File: src/rtl/osc_input_buffer_pkg.sv
// Shared constants and helpers for the oscillator/ZIF input buffer.
package osc_input_buffer_pkg;

  localparam int unsigned SYNC_STAGES_DEF   = 2;
  localparam int unsigned FILTER_CYCLES_DEF = 4;
  localparam int unsigned CNT_W             = 8;

  typedef logic [CNT_W-1:0] cnt_t;

  // Count value at which a persistent difference is accepted; 0 and 1 both accept immediately.
  function automatic cnt_t cnt_limit(input int unsigned filter_cycles);
    if (filter_cycles == 0) return '0;
    return CNT_W'(filter_cycles - 1);
  endfunction

endpackage

File: src/rtl/ibuf_glitch_filter.sv
// One input bit: synchroniser chain, stability filter and registered edge pulses.
module ibuf_glitch_filter
  import osc_input_buffer_pkg::*;
#(
  parameter int unsigned SYNC_STAGES   = SYNC_STAGES_DEF,
  parameter int unsigned FILTER_CYCLES = FILTER_CYCLES_DEF,
  parameter logic        RESET_VAL     = 1'b0
) (
  input  logic osc,
  input  logic rst,
  input  logic i,
  output logic o_sync,
  output logic o_filt,
  output logic rise,
  output logic fall
);

  localparam cnt_t LIMIT = cnt_limit(FILTER_CYCLES);

  logic [SYNC_STAGES-1:0] r_sync;
  cnt_t                   r_cnt;
  logic                   r_filt;
  logic                   r_rise;
  logic                   r_fall;

  logic w_sync;
  logic w_diff;
  logic w_take;
  cnt_t w_cnt_nxt;

  assign w_sync = r_sync[SYNC_STAGES-1];

  // A difference is accepted once it has persisted for FILTER_CYCLES edges.
  always_comb begin
    w_diff    = w_sync ^ r_filt;
    w_take    = w_diff && (r_cnt == LIMIT);
    w_cnt_nxt = '0;
    if (w_diff && !w_take) w_cnt_nxt = r_cnt + CNT_W'(1);
  end

  always_ff @(posedge osc) begin
    if (rst) begin
      r_sync <= {SYNC_STAGES{RESET_VAL}};
      r_cnt  <= '0;
      r_filt <= RESET_VAL;
      r_rise <= 1'b0;
      r_fall <= 1'b0;
    end else begin
      r_sync <= {r_sync[SYNC_STAGES-2:0], i};
      r_cnt  <= w_cnt_nxt;
      r_rise <= w_take &  w_sync;
      r_fall <= w_take & ~w_sync;
      if (w_take) r_filt <= w_sync;
    end
  end

  assign o_sync = w_sync;
  assign o_filt = r_filt;
  assign rise   = r_rise;
  assign fall   = r_fall;

endmodule

File: src/rtl/osc_input_buffer.sv
// Pad input buffer: zero-latency pass-through for clock use plus a clocked,
// synchronised and glitch-filtered copy with edge pulses per bit.
module osc_input_buffer
  import osc_input_buffer_pkg::*;
#(
  parameter int unsigned      WIDTH         = 1,
  parameter int unsigned      SYNC_STAGES   = SYNC_STAGES_DEF,
  parameter int unsigned      FILTER_CYCLES = FILTER_CYCLES_DEF,
  parameter logic [WIDTH-1:0] RESET_VAL     = '0
) (
  input  logic             osc,
  input  logic             rst,
  input  logic [WIDTH-1:0] i,
  output logic [WIDTH-1:0] o,
  output logic [WIDTH-1:0] o_sync,
  output logic [WIDTH-1:0] o_filt,
  output logic [WIDTH-1:0] rise,
  output logic [WIDTH-1:0] fall
);

  // Unregistered so it can drive clock nets independent of osc/rst.
  assign o = i;

  for (genvar g = 0; g < int'(WIDTH); g++) begin : g_bit
    ibuf_glitch_filter #(
      .SYNC_STAGES  (SYNC_STAGES),
      .FILTER_CYCLES(FILTER_CYCLES),
      .RESET_VAL    (RESET_VAL[g])
    ) u_filt (
      .osc   (osc),
      .rst   (rst),
      .i     (i[g]),
      .o_sync(o_sync[g]),
      .o_filt(o_filt[g]),
      .rise  (rise[g]),
      .fall  (fall[g])
    );
  end

endmodule

File: config.mk
export PLATFORM = sky130hd
export DESIGN_NAME = osc_input_buffer
export DESIGN_NICKNAME = d
export VERILOG_FILES = /design/src/rtl/osc_input_buffer_pkg.sv /design/src/rtl/ibuf_glitch_filter.sv /design/src/rtl/osc_input_buffer.sv
export SDC_FILE = /design/constraint.sdc
export NUM_CORES = 1
export LEC_CHECK = 0
export CAP_MARGIN = 20
export CORE_AREA = 2 2 39 41
export CTS_BUF_LIST = sky130_fd_sc_hd__clkbuf_8
export DETAILED_ROUTE_END_ITERATION = 7
export DIE_AREA = 0 0 41 43
export PLACE_DENSITY_LB_ADDON = 0.3
export SYNTH_ARGS = -nofsm -noshare
export SYNTH_HDL_FRONTEND = slang
export SYNTH_SLANG_ARGS = --single-unit
File: constraint.sdc
create_clock -name osc -period 2 [get_ports osc]
set_clock_uncertainty 0.2 [all_clocks]
set_input_delay 0.3 -clock osc [delete_from_list [all_inputs] [get_ports osc]]
set_output_delay 0.3 -clock osc [all_outputs]
set_load 0.01 [all_outputs]
Word-level counts from Yosys, hierarchy flattened
Index checks and enable logic that the tools add are counted.

storage, ports and cells
  flip-flop bits (word level) = 13
  input bits = 3
  output and inout bits = 5
  logic and storage cells = 16

operators by class
  $add $sub $neg = 1
  equality and inequality tests = 1
  bitwise gates (word level) = 5
  reduce and logical (&&, ||, !) cells = 4

operators by type and width
  kind                   count
  $add A8 B1 Y8 const B  1
  $eq A8 B2 Y1 const B   1
  $and A1 B1 Y1          2
  $logic_and A1 B1 Y1    2
  $not A1 Y1             2
  $reduce_or A2 Y1       1
  $logic_not A1 Y1       1
  $xor A1 B1 Y1          1

Logic depth before layout (Yosys ltp)
  word-level depth = 6
  depth in mapped cells = 4
  mapped depth without buffers = 4

Cells and area by module
From an unflattened synthesis, not the netlist that was laid out.

unflattened totals
  cells, all modules = 56
  area, all modules = 523.0 um^2

modules (own cells, without submodules)
  module              times used  cells an instance  area each (um^2)
  ibuf_glitch_filter  1           55                 515.5
  osc_input_buffer    1           1                  7.5

Worst setup path after synthesis
No wires, ideal clock.

  kind = register to register
  start = register g_bit[0].u_filt.r_cnt[0]
  end = register g_bit[0].u_filt.r_cnt[2]
  setup time = 0.124 ns
  data arrival time = 1.381 ns
  required time = 1.676 ns
  path slack = 0.295 ns
  cell stages (with the launch flop) = 5
  path buffers = 0
  clock period less this slack = 1.705 ns
  path through = dfxtp_1 -> ha_1 -> or4b_4 -> o211ai_4 -> nor2_1

between the ends
  word-level cells in the longest chain between the ends = 6

RTL lines
  element                                                RTL line                  text
  start, declared                                        ibuf_glitch_filter.sv:21  cnt_t r_cnt;
  start signal, assigned                                 ibuf_glitch_filter.sv:50  r_cnt <= w_cnt_nxt;
  branches (longest 6 deep; another with $add A8 B1 Y8)  -

Parallel ways; which one is timed is not known.
A chain may end at the register's enable or synchronous reset.

Worst setup path after layout
  start = input port i
  end = output port o

RTL lines
  element          RTL line                text
  start, declared  osc_input_buffer.sv:13  input logic [WIDTH-1:0] i,
  end, declared    osc_input_buffer.sv:14  output logic [WIDTH-1:0] o,

No word-level cell between the ends.

==> summary.md <==
| Metric | Value |
|---|---|
| WL per Instance | 10.1 um |
| MaxCap Viol Count | 0 |
| Layout cells sized above 1 | 11.6% |
| Final max-slew violation count | 0 |
| Via count | 410 |
| First-pass GRT wire length | 1460 um |
| Setup TNS | 0 ps |
| Detail Route Antenna Nets | 0 |
| Num CTS Buffers | 3 |
| Placer Congestion | 0.748 |
| M1 GR Usage | 15.4% |
| Initial antenna violation count | 0 |
| GRT overflow | 0 |
| Core box area | 1380 um2 |
| Die width | 41 um |
| Post-CTS Resized | 0 |
| CP endpoint kind | primary output |
| GR Layer Usage met3 | 7.85% |
| Pin count of the biggest net entering global routing | 9 |
| CP max FO | 2 |
| CTS Root Cell | clkbuf_8 |
| DP HPWL | 618 um |
| H-Tree Level Count | 1 |
| Crit-path cells | clkdlybuf4s50_1 > clkdlybuf4s50_1 |
| Gr usage total | 12.5% |
| GR peak layer | met2 |
| FMAX | 556 MHz |
| Worst Tran Pin Value | 379 ps |
| DR pass1 iterations | 3 |
| Buffers on Ports | 7 |
| Synth Warn # | 0 |
| RSZ-0062 raised after global routing | no |
| Setup bufs post-CTS | 0 |
| Post-route core utilization | 48.6% |
| Met2 GRT Util | 17.5% |
| Die height | 43 um |
| Final Critical Period | 1800 ps |
| Vias in the first global route | 356 |
| Critical path data required time | 1500 ps |
| Total routed wirelength | 855 um |
| Slowest CP cell | clkdlybuf4s50_1 |
| P per Cell Area | 761 nW/um2 |
| # DRC | 0 |
| Clock Tree Buf Depth | 2 |
| Status | finished, final reports clean |
| Most repeated library cell on the critical path | clkdlybuf4s50_1 |
| Number of inserted diodes | 0 |
| Clock transition at path regs | 50 ps |
| Syn_nets | 62 |
| Nets@finish | 74 |
| Fin. Hold Viols | 0 |
| Worst Hold Class | reg2reg |
| Worst-Skew Late Latency | 240 ps |
| # IOs | 8 |
| Sink Count | 13 |
| Peak VDD IR | 0.000436 V |
| Slowest cell delay on critical path | 530 ps |
| CTS tree | built |
| Period utilization | 89.9% |
| Post-Synthesis Cells | 58 |
| Via/cell ratio | 4.82 |
| Bufs and invs on worst path | 2 |
| Static leakage | 0.234 nW |
| # rows | 14 |
| Post-Syn Area | 532 um2 |
| CP Launch Type | primary input |
| Endpoints failing setup | 0 |
| Setup Crit Path Kind | in2out |
| Cell family with most CP delay | buffers and inverters |
| Syn_area_per_cell | 9.17 um2 |
| Synth-to-layout area growth | 26.4% |
| 1st-iter DRT viols | 6 |
| Post-CTS Hold Fix Bufs | 0 |
| Starting Density | 38.4% |
| Worst slew margin | 74.4% |
| Crit path DAT | 1300 ps |
| Sequential share of the synthesized area | 48.9% |
| Synthesized flop and latch total | 13 |
| Die Area | 1760 um2 |
| Synth unique cells | 19 |
-- path summary, 6_finish.rpt --
path / startpoint / to / slack (ps) / cells after the start
worst min-delay path: g_bit[0].u_filt.r_sync[0] / g_bit[0].u_filt.r_sync[1] / 230 / 1
worst max-delay path: i / o / 200 / 2
worst min register to register: g_bit[0].u_filt.r_sync[0] / g_bit[0].u_filt.r_sync[1] / 230 / 1
worst max register to register: g_bit[0].u_filt.r_cnt[1] / g_bit[0].u_filt.r_cnt[3] / 260 / 4
-- placed cells by master, fill, tap and decap left out, drive strengths merged --
| cell | synthesis | layout |
|---|---|---|
| nor4b | 1 | 1 |
| nor3 | 3 | 3 |
| nand4 | 1 | 1 |
| xor2 | 3 | 3 |
| nor2b | 2 | 2 |
| nor2 | 5 | 5 |
| dfxtp | 13 | 13 |
| o21ai | 4 | 4 |
| ha | 1 | 1 |
| or4b | 1 | 1 |
| clkinv | 0 | 1 |
| nand3 | 5 | 5 |
| buf | 1 | 2 |
| a21oi | 4 | 4 |
| or3 | 4 | 4 |
| clkdlybuf4s50 | 0 | 7 |
| nand2 | 4 | 4 |
| inv | 3 | 3 |
| xnor2 | 1 | 1 |
| clkbuf | 1 | 3 |
| o211ai | 1 | 1 |
-- stage by stage --
step | power (mW) | cells | hold slack [ps] | instance area (um2) | setup slack, ps
after floorplan | 0.277 | 58 | 169 | 532 | 295
after global placement | 0.286 | 81 | 219 | 626 | 205
after detailed placement | 0.287 | 81 | 225 | 626 | 200
after CTS | 0.518 | 85 | 237 | 672 | 198
after global routing | 0.533 | 85 | 262 | 672 | 157
final | 0.511 | 85 | 231 | 672 | 203
-- Yosys cell counts --
cell / number / area, um2
xnor2_1: 1 / 8.76
xor2_1: 3 / 26.3
nand3_1: 5 / 25.0
o211ai_4: 1 / 21.3
ha_1: 1 / 12.5
nor4b_1: 1 / 8.76
clkbuf_1: 1 / 3.75
nor2_1: 5 / 18.8
o21ai_0: 4 / 20.0
or3_1: 4 / 25.0
buf_4: 1 / 7.51
inv_1: 3 / 11.3
or4b_4: 1 / 13.8
a21oi_1: 4 / 20.0
nand4_1: 1 / 6.26
dfxtp_1: 13 / 260
nor3_1: 3 / 15.0
nand2_1: 4 / 15.0
nor2b_1: 2 / 12.5
-- logic make-up after synthesis --
logic type / count (synthesis) / synth area share, %
AO/OA/AOI/OAI: 9 / 11.5
buffers and inverters: 5 / 4.23
flip-flops: 13 / 48.9
AND/OR/NAND/NOR: 26 / 26.4
adder cells (fa/ha/maj): 1 / 2.35
XOR/XNOR: 4 / 6.59
-- where the power goes --
| part | total (mW) | internal (mW) | leakage, nW | switching, mW |
|---|---|---|---|---|
| combinational | 0.0176 | 0.00981 | 0.103 | 0.00778 |
| sequential | 0.263 | 0.262 | 0.105 | 0.00168 |
| clock | 0.230 | 0.137 | 0.0255 | 0.0927 |
| total | 0.511 | 0.409 | 0.234 | 0.102 |
-- cell type report --
class,instances,area (um2)
Fill cell,140,712
Sequential cell,13,260
Tap cell,16,20.0
Clock buffer,3,41.3
Clock inverter,1,5.00
Timing Repair Buffer,9,85.1
Inverter,3,11.3
Multi-Input combinational cell,40,249
-- registers in the layout, summed over array words and instances (netlist names) --
register             flops
g_bit.u_filt.o_filt      1
g_bit.u_filt.fall        1
g_bit.u_filt.rise        1
g_bit.u_filt.r_sync      2
g_bit.u_filt.r_cnt       8
-- routing by layer --
| metal | part of all wire, % | vias to the layer above |
|---|---|---|
| met2 | 47 | 7 |
| met5 | 0 | - |
| met4 | 0 | 0 |
| met3 | 5.7 | 0 |
| met1 | 47 | 181 |
| li1 | - | 222 |
Note: power is estimated with default switching activity, not from simulation.
